$ cat config.mk
export PLATFORM = sky130hd
export DESIGN_NAME = bin2bcd_seq
export DESIGN_NICKNAME = d
export VERILOG_FILES = /design/src/rtl/bin2bcd_seq_pkg.sv /design/src/rtl/bin2bcd_seq_digit_adj.sv /design/src/rtl/bin2bcd_seq.sv
export SDC_FILE = /design/constraint.sdc
export NUM_CORES = 1
export LEC_CHECK = 0
export BUFFER_PORTS_ARGS = -buffer_cell sky130_fd_sc_hd__buf_2
export CORE_MARGIN = 8
export CORE_UTILIZATION = 55
export CTS_CLUSTER_DIAMETER = 100
export CTS_CLUSTER_SIZE = 16
export DETAILED_ROUTE_END_ITERATION = 16
export PLACE_DENSITY = 0.75
export SYNTH_ARGS = -nofsm -noshare
export SYNTH_HDL_FRONTEND = slang
export SYNTH_SLANG_ARGS = --single-unit
$ cat constraint.sdc
create_clock -name clk_i -period 5 [get_ports clk_i]
set_input_delay 0.5 -clock clk_i [delete_from_list [all_inputs] [get_ports clk_i]]
set_output_delay 0.5 -clock clk_i [all_outputs]
set_load 0.01 [all_outputs]
$ cat src/rtl/bin2bcd_seq_pkg.sv
// Shared definitions for the sequential binary-to-BCD converter on the
// display path: key width, digit count and FSM encoding.
package bin2bcd_seq_pkg;

  // Key width shown on the display and the number of BCD digits it needs.
  localparam int unsigned KEY_W      = 32;
  localparam int unsigned BCD_DIGITS = 10;

  // Converter FSM: waiting for a request, or running shift-add-3 iterations.
  typedef enum logic {
    IDLE = 1'b0,
    CONV = 1'b1
  } state_e;

endpackage

$ cat src/rtl/bin2bcd_seq_digit_adj.sv
// Double-dabble digit correction: a BCD digit of 5 or more gets +3 so that
// the following left shift carries correctly into the next digit.
// The sum stays within 4 bits because 9 + 3 = 12 (4'hC).
module bin2bcd_seq_digit_adj (
  input  logic [3:0] dig_i,
  output logic [3:0] dig_o
);

  assign dig_o = (dig_i >= 4'd5) ? (dig_i + 4'd3) : dig_i;

endmodule

$ cat src/rtl/bin2bcd_seq.sv
// Sequential shift-add-3 (double-dabble) binary-to-BCD converter.
// One bit of the binary input is consumed per cycle, so a conversion takes
// BIN_W cycles in CONV. The result register only changes on the final
// iteration, so the display never shows a partial value.
module bin2bcd_seq
  import bin2bcd_seq_pkg::*;
#(
  parameter int unsigned BIN_W        = KEY_W,
  parameter int unsigned DIGITS       = BCD_DIGITS,
  parameter bit          AUTO_REFRESH = 1'b1
) (
  input  logic                  clk_i,
  input  logic                  rst_n_i,
  input  logic                  start_i,
  input  logic [BIN_W-1:0]      bin_i,
  output logic                  busy_o,
  output logic                  done_o,
  output logic [4*DIGITS-1:0]   bcd_o
);

  localparam int unsigned BCD_W = 4 * DIGITS;
  localparam int unsigned CNT_W = $clog2(BIN_W);
  localparam logic [CNT_W-1:0] CNT_LAST = CNT_W'(BIN_W - 1);

  state_e             state_q, state_d;
  logic [BIN_W-1:0]   sh_bin_q, sh_bin_d;
  logic [BIN_W-1:0]   last_bin_q, last_bin_d;
  logic [BCD_W-1:0]   scratch_q, scratch_d;
  logic [CNT_W-1:0]   cnt_q, cnt_d;
  logic [BCD_W-1:0]   bcd_q, bcd_d;
  logic               done_q, done_d;

  logic [BCD_W-1:0]   scratch_adj;
  logic [BCD_W-1:0]   scratch_sh;
  logic [BIN_W-1:0]   sh_bin_sh;
  logic               req;

  // Per-digit +3 correction applied to the current scratch value.
  for (genvar g = 0; g < DIGITS; g++) begin : g_adj
    bin2bcd_seq_digit_adj u_adj (
      .dig_i (scratch_q[4*g +: 4]),
      .dig_o (scratch_adj[4*g +: 4])
    );
  end

  // {scratch, sh_bin} shifted left by one after correction.
  assign scratch_sh = {scratch_adj[BCD_W-2:0], sh_bin_q[BIN_W-1]};
  assign sh_bin_sh  = {sh_bin_q[BIN_W-2:0], 1'b0};

  // A new conversion is wanted on an explicit start, or when the shown
  // value differs from the one last converted (auto-refresh builds only).
  assign req = start_i | (AUTO_REFRESH & (bin_i != last_bin_q));

  // Next-state logic: latch on request in IDLE, iterate in CONV, publish
  // the result and pulse done on the last iteration.
  always_comb begin
    state_d    = state_q;
    sh_bin_d   = sh_bin_q;
    last_bin_d = last_bin_q;
    scratch_d  = scratch_q;
    cnt_d      = cnt_q;
    bcd_d      = bcd_q;
    done_d     = 1'b0;
    case (state_q)
      IDLE: begin
        if (req) begin
          sh_bin_d   = bin_i;
          last_bin_d = bin_i;
          scratch_d  = '0;
          cnt_d      = '0;
          state_d    = CONV;
        end
      end
      CONV: begin
        scratch_d = scratch_sh;
        sh_bin_d  = sh_bin_sh;
        cnt_d     = cnt_q + 1'b1;
        if (cnt_q == CNT_LAST) begin
          bcd_d   = scratch_sh;
          done_d  = 1'b1;
          state_d = IDLE;
        end
      end
      default: state_d = IDLE;
    endcase
  end

  // State registers; reset aborts any conversion in flight and clears the result.
  always_ff @(posedge clk_i or negedge rst_n_i) begin
    if (!rst_n_i) begin
      state_q    <= IDLE;
      sh_bin_q   <= '0;
      last_bin_q <= '0;
      scratch_q  <= '0;
      cnt_q      <= '0;
      bcd_q      <= '0;
      done_q     <= 1'b0;
    end else begin
      state_q    <= state_d;
      sh_bin_q   <= sh_bin_d;
      last_bin_q <= last_bin_d;
      scratch_q  <= scratch_d;
      cnt_q      <= cnt_d;
      bcd_q      <= bcd_d;
      done_q     <= done_d;
    end
  end

  assign busy_o = (state_q == CONV);
  assign done_o = done_q;
  assign bcd_o  = bcd_q;

endmodule

==> impl_metrics.ini, run 1 <==
[logic_synthesis]
synth_area_per_cell_um2 = 10.5
synth_top_cell_by_area = sky130_fd_sc_hd__dfrtp_1
yosys_warnings = 0
ys_seq_area_share_pct = 50.1
synth.distinct_cells = 36
synthTopCellsByCount = 151 x sky130_fd_sc_hd__dfrtp_1, 109 x sky130_fd_sc_hd__nand2_1, 47 x sky130_fd_sc_hd__clkbuf_1
ys_async_rst_share_pct = 100
synth_edf_count = 0
top_area_cell_type_share_of_the_netlist_area_pct = 50.1
dominantRegCellSynth = sky130_fd_sc_hd__dfrtp_1
post-synth-top-count-cell = sky130_fd_sc_hd__dfrtp_1
syn-cell-area_mm2 = 0.00754
synthesis.instances = 720
synth-seq-cells = 151
synth_net_count = 777
post_synth_main_area_contributors = sky130_fd_sc_hd__dfrtp_1 50%, sky130_fd_sc_hd__nand2_1 5.4%, sky130_fd_sc_hd__xnor2_1 4.9%

[cts]
worst_path_clk_slew_ns = 0.06
cts_htree_levels = 4
tritoncts = yes
clock_latency_ns = 0.43
post_cts_hold_buffer_count = 0
cts-root-buf = sky130_fd_sc_hd__clkbuf_16
cts.sinks = 151
cts_setup_buffers = 0
maximum_number_of_buffers_from_clock_root_to_sink = 2
cts.repair.resized = 0
cts-buffers-inserted = 17

[floorplanning]
design.die.area_mm2 = 0.0177
site_rows = 42
floorplan.io_pins = 77
initial_util_pct = 56.7
chipWidth_um = 133
design.core.area_mm2 = 0.0133
floorplan.die.height_um = 133

[placed_design]
gpl.final_weighted_congestion = 0.805
placed_cells_incl_taps = 928
detailed_place_hpwl_um = 11200
port-buffer-count = 76
detailedPlace.worstSlack_ns = 1.38

[critical_path]
path_class = reg2reg
crit_arrival_ns = 3.74
cp_slowest_cell = sky130_fd_sc_hd__or4_1
reg2reg_slack_ns = 1.57
cp.required_ns = 5.31
path_max_fanout = 32
delay_of_the_slowest_cell_on_the_worst_path_ns = 1.14
crit_path_start_kind = flop
worstSetupEndpointType = flop
timing.critical_path.cells = xnor2_1 > nand4_1 > or4_1 > o31ai_4 > buf_4 > mux2_2

[routing]
wl_um = 17900
wl_per_cell_um = 18.6
count_of_nets_left_with_antenna_violations_after_detail_routing = 0
detail_route.drc_violations = 0
routed_via_count = 5859
vias_per_cell = 6.10
dr.first_iter.drc_count = 421
drt_pass1_iterations = 5

[pwr]
powerDensity_mw_per_mm2 = 428
vdd_drop_max_mv = 0.298
cellLeakagePower_nw = 3.83

[sta]
finalWorstPathRequiredPeriod_ns = 3.43
timing_worst_slew_pin_value_ns = 1.29
slew-limit-headroom_pct = 13.7
fin_skew_ns = 0.00906
worst_hold_slack_ns = 0.197
rsz0062_at_grt = false
setup-violations-final = 0
timing.fmax_mhz = 291
finalCritPeriodShare_pct = 68.6
max_slew_violation_count = 0
final.setup.worst_slack_ns = 1.57
hold_viol_final = 0
timing.setup.tns_ns = 0

[worst_hold_path]
min-delay-path-class = in2async

[global_route]
grt.overflow.total = 0
grt_pass1_wl_um = 30200
grt.total_usage_pct = 21.0
grt_max_degree = 112
first_global_vias = 5955
number_of_antenna_violations_at_the_first_check_in_global_routing = 0

[status]
status = completed

[job]
drv_cap = 0

[layout]
synthesis_to_finish_area_growth_pct = 14.1
finish.cell_count_without_fillers = 961
post_route_cells_drive_above_1_share_pct = 20.5
fillerInstances = 1054
num-nets-final = 828
-- logic make-up (layout without fill, tap and decap cells) --
family                     after synthesis  in the layout  share of synthesized area (%)
adders and majority gates               22             22                           3.65
xor gates and xnor gates                44             44                           5.11
muxes                                   44             44                           7.44
buffers and inverters                   80            144                           4.20
DFF                                    151            151                           50.1
and+or+nand+nor                        174            174                           10.7
other                                    0              1                              0
AOI/OAI and AO/OA                      205            205                           18.8
-- routing by layer --
| layer | global-route usage [%] | routed length, µm |
|---|---|---|
| met5 | 0 | 0 |
| met4 | 8.26 | 290 |
| met3 | 5.37 | 1010 |
| met2 | 34.7 | 9010 |
| met1 | 25.9 | 7610 |
-- layout make-up --
class	count	area, µm²	area share (%)
inverter	25	93.8	1.09
antenna	1	2.50	0.0291
multi-input combinational	489	3460	40.3
sequential	151	3780	44.0
timing repair buffer	87	469	5.46
tap	176	220	2.56
clock inverter	9	72.6	0.844
clock buffer	23	498	5.79
-- sequential cells by signal (all words and copies together) (netlist names) --
register,flops
cnt_q,5
sh_bin_q,32
bcd_o,40
last_bin_q,32
done_o,1
scratch_q,40
busy_o,1
-- report_power, final --
group          switching (mW)  internal [mW]  total, mW
logic                   0.476          0.375      0.850
clock network           0.492          0.744       1.24
registers               0.149           1.44       1.59
total                    1.12           2.56       3.68
-- worst max-delay path: cells and delay by family (launching register included) --
kind / cells / cell delay, ns
simple gates: 2 / 1.37
mux: 1 / 0.38
buf+inv: 1 / 0.43
xor+xnor: 1 / 0.15
compound gates: 1 / 0.55
flops: 1 / 0.40
-- worst paths after layout --
path                                startpoint            end  cells after the start
worst max-delay path            last_bin_q[10]  last_bin_q[1]                      6
worst min-delay path                   rst_n_i  scratch_q[14]                      1
worst max register to register  last_bin_q[10]  last_bin_q[1]                      6
worst min register to register        bcd_o[0]       bcd_o[0]                      2
max in group asynchronous              rst_n_i   sh_bin_q[15]                      2
min in group clk_i                    bin_i[0]    sh_bin_q[0]                      2
-- metrics by stage --
step	total power [mW]	cell area, µm²	utilization, %
global placement	2.41	8030	60.4
CTS	3.71	8600	64.7
floorplan	2.14	7540	-
finish	3.68	8600	64.7
global route	3.89	8600	64.7
detailed placement	2.46	8030	60.4
-- cells in the final DEF (no fill, tap or decap), types with 8 or more instances in the layout --
cell type,instances
sky130_fd_sc_hd__o22ai_1,29
sky130_fd_sc_hd__a2bb2oi_1,30
sky130_fd_sc_hd__mux2i_1,8
sky130_fd_sc_hd__o21ai_0,46
sky130_fd_sc_hd__inv_1,23
sky130_fd_sc_hd__nand2b_1,10
sky130_fd_sc_hd__nand2_1,108
sky130_fd_sc_hd__mux2_2,16
sky130_fd_sc_hd__a21oi_1,25
sky130_fd_sc_hd__buf_4,11
sky130_fd_sc_hd__clkbuf_16,17
sky130_fd_sc_hd__buf_2,75
sky130_fd_sc_hd__mux2_4,20
sky130_fd_sc_hd__ha_1,22
sky130_fd_sc_hd__nor3b_1,13
sky130_fd_sc_hd__dfrtp_1,150
sky130_fd_sc_hd__nand3_1,9
sky130_fd_sc_hd__xnor2_1,42
sky130_fd_sc_hd__a41oi_1,30
sky130_fd_sc_hd__nor2_1,9
sky130_fd_sc_hd__o31ai_1,33
sky130_fd_sc_hd__nand4_1,17
(Power assumes the default switching activity.)
==> inputs of run 2 (changes only) <==
==> constraint.sdc (replaced) <==
create_clock -name clk_i -period 3.5 [get_ports clk_i]
set_input_delay 0.35 -clock clk_i [delete_from_list [all_inputs] [get_ports clk_i]]
set_output_delay 0.35 -clock clk_i [all_outputs]
set_load 0.01 [all_outputs]
==> run 2 against run 1 <==
  * Wire length shrank 0.70%
  * Clock skew shrank 0.0030 ns
  * Register-to-register slack got worse by 0.62 ns
  * Critical path type unchanged
  * Global-route usage is 0.42 points lower
  * Worst setup slack got worse by 0.62 ns
  * Combinational power is 44% higher
  * Sequential share of layout area down 0.28 points
  * Cell count up 0.31%
  * Non-clock buffer count up 4
  * Count of clock-buffer cells in the layout is the same
==> impl_metrics.ini, run 2 (same netlist as run 1, synthesis figures left out) <==
[cts]
maximum_number_of_buffers_from_clock_root_to_sink = 2
clock_latency_ns = 0.42
cts.sinks = 151
cts.repair.resized = 0
cts-buffers-inserted = 17
worst_path_clk_slew_ns = 0.06
tritoncts = yes
cts_htree_levels = 4
cts-root-buf = sky130_fd_sc_hd__clkbuf_16

[critical_path]
cp.required_ns = 3.80
crit_path_start_kind = flop
timing.critical_path.max_delay_family = simple AND/OR/NAND/NOR gates
worstSetupEndpointType = flop
crit_arrival_ns = 2.85
delay_of_the_slowest_cell_on_the_worst_path_ns = 0.66
timing.critical_path.cells = xnor2_1 > nand4_1 > or4_1 > o31ai_4 > buf_4 > mux2_2
critical_path_buf_inv_count = 1
path_class = reg2reg
path_max_fanout = 17
cp_slowest_cell = sky130_fd_sc_hd__or4_1

[worst_hold_path]
min-delay-path-class = in2reg

[floorplanning]
floorplan.io_pins = 77
design.die.area_mm2 = 0.0177
chipWidth_um = 133
site_rows = 42
initial_util_pct = 56.7
floorplan.die.height_um = 133
design.core.area_mm2 = 0.0133

[pwr]
powerDensity_mw_per_mm2 = 615
vdd_drop_max_mv = 0.361
cellLeakagePower_nw = 3.85

[routing]
wl_met1_um = 7600
wl_per_cell_um = 18.5
vias_per_cell = 6.12
wl_um = 17800
met3_wirelength_um = 985
routed_via_count = 5897
highest-signal-layer = met4
routed-wl-met2_um = 8850
count_of_nets_left_with_antenna_violations_after_detail_routing = 0
drt_pass1_iterations = 7
detail_route.drc_violations = 0
dr.first_iter.drc_count = 465

[global_route]
grt_max_degree = 73
grt.total_usage_pct = 20.6
grt.overflow.total = 0
grt_pass1_wl_um = 29900
first_global_vias = 6048
number_of_antenna_violations_at_the_first_check_in_global_routing = 1

[sta]
slew-limit-headroom_pct = 49.5
max_slew_violation_count = 0
timing_worst_slew_pin_value_ns = 0.757
finalWorstPathRequiredPeriod_ns = 2.55
rsz0062_at_grt = false
setup-violations-final = 0
hold_viol_final = 0
timing.fmax_mhz = 392
finalCritPeriodShare_pct = 72.9
fin_skew_ns = 0.00609
timing.setup.tns_ns = 0

[placed_design]
gpl.final_weighted_congestion = 0.790
port-buffer-count = 76
detailed_place_hpwl_um = 11600
place_area_mm2 = 0.00805

[layout]
finish.instance_area_mm2 = 0.00865
num-nets-final = 832
final_common_cell = sky130_fd_sc_hd__dfrtp_1
synthesis_to_finish_area_growth_pct = 14.8
post_route_cells_drive_above_1_share_pct = 20.7
layout_common_cells = 150 x sky130_fd_sc_hd__dfrtp_1, 108 x sky130_fd_sc_hd__nand2_1, 75 x sky130_fd_sc_hd__buf_2

[status]
status = completed

[job]
drv_cap = 0
## run 2: cell count changes in the layout (fill, tap and decap cells not counted)
cell                            previous run  this run
sky130_fd_sc_hd__clkinv_2                  7         4
sky130_fd_sc_hd__dlygate4sd3_1             0         1
sky130_fd_sc_hd__clkinvlp_4                1         2
sky130_fd_sc_hd__buf_4                    11        14
sky130_fd_sc_hd__bufinv_16                 1         2
## run 2: metal layers
| metal | vias up | GRT usage, % |
|---|---|---|
| met4 | 0 | 9.02 |
| met1 | 2949 | 24.8 |
| met2 | 176 | 34.4 |
| li1 | 2741 | - |
| met5 | - | 0 |
| met3 | 31 | 4.84 |
## run 2: path summary, 6_finish.rpt
check	depth (start not counted)	slack (ns)	to	startpoint
worst max register to register	6	0.95	last_bin_q[4]	last_bin_q[9]
worst min-delay path	2	0.19	sh_bin_q[0]	bin_i[0]
worst min register to register	2	0.47	bcd_o[0]	bcd_o[0]
worst max-delay path	6	0.95	last_bin_q[4]	last_bin_q[9]
min in group asynchronous	2	0.52	scratch_q[14]	rst_n_i
max in group asynchronous	3	2.00	sh_bin_q[14]	rst_n_i
## run 2: worst register-to-register path, delay by kind of cell, from the launching register on
family	cells	cell delay (ns)
and+or+nand+nor	2	0.90
DFF	1	0.39
muxes	1	0.38
buffers and inverters	1	0.35
AOI/OAI and AO/OA	1	0.26
xor gates and xnor gates	1	0.16
## run 2: cell type report
cell class | instances | area [µm²]
Antenna cell | 1 | 2.50
Clock buffer | 23 | 498
Clock inverter | 8 | 95.1
Fill cell | 1036 | 4640
Inverter | 25 | 93.8
Multi-Input combinational cell | 489 | 3460
Sequential cell | 151 | 3780
Tap cell | 176 | 220
Timing Repair Buffer | 91 | 502
## run 2: power breakdown
part	internal [mW]	switching [mW]	total (mW)
logic	0.536	0.680	1.22
clock network	1.14	0.688	1.82
registers	2.06	0.219	2.28
## run 2: repair_timing
action / 4_1_cts / 5_1_grt
hold endpoints to repair: 70 / 0
hold buffers: 1 / 0
setup buffers: 0 / 0
endpoints found under the setup margin: 0 / 0
## run 2: per-stage QoR
step	setup WS (ns)	hold slack [ns]	power (mW)	std cells	utilization, %
after CTS	0.968	0.178	5.37	963	65.1
after floorplan	1.23	0.0544	3.05	720	-
after detailed placement	0.873	0.410	3.53	931	60.5
final	0.949	0.195	5.32	964	65.1
after global routing	0.883	0.195	5.63	964	65.1
after global placement	0.929	0.399	3.45	931	60.5
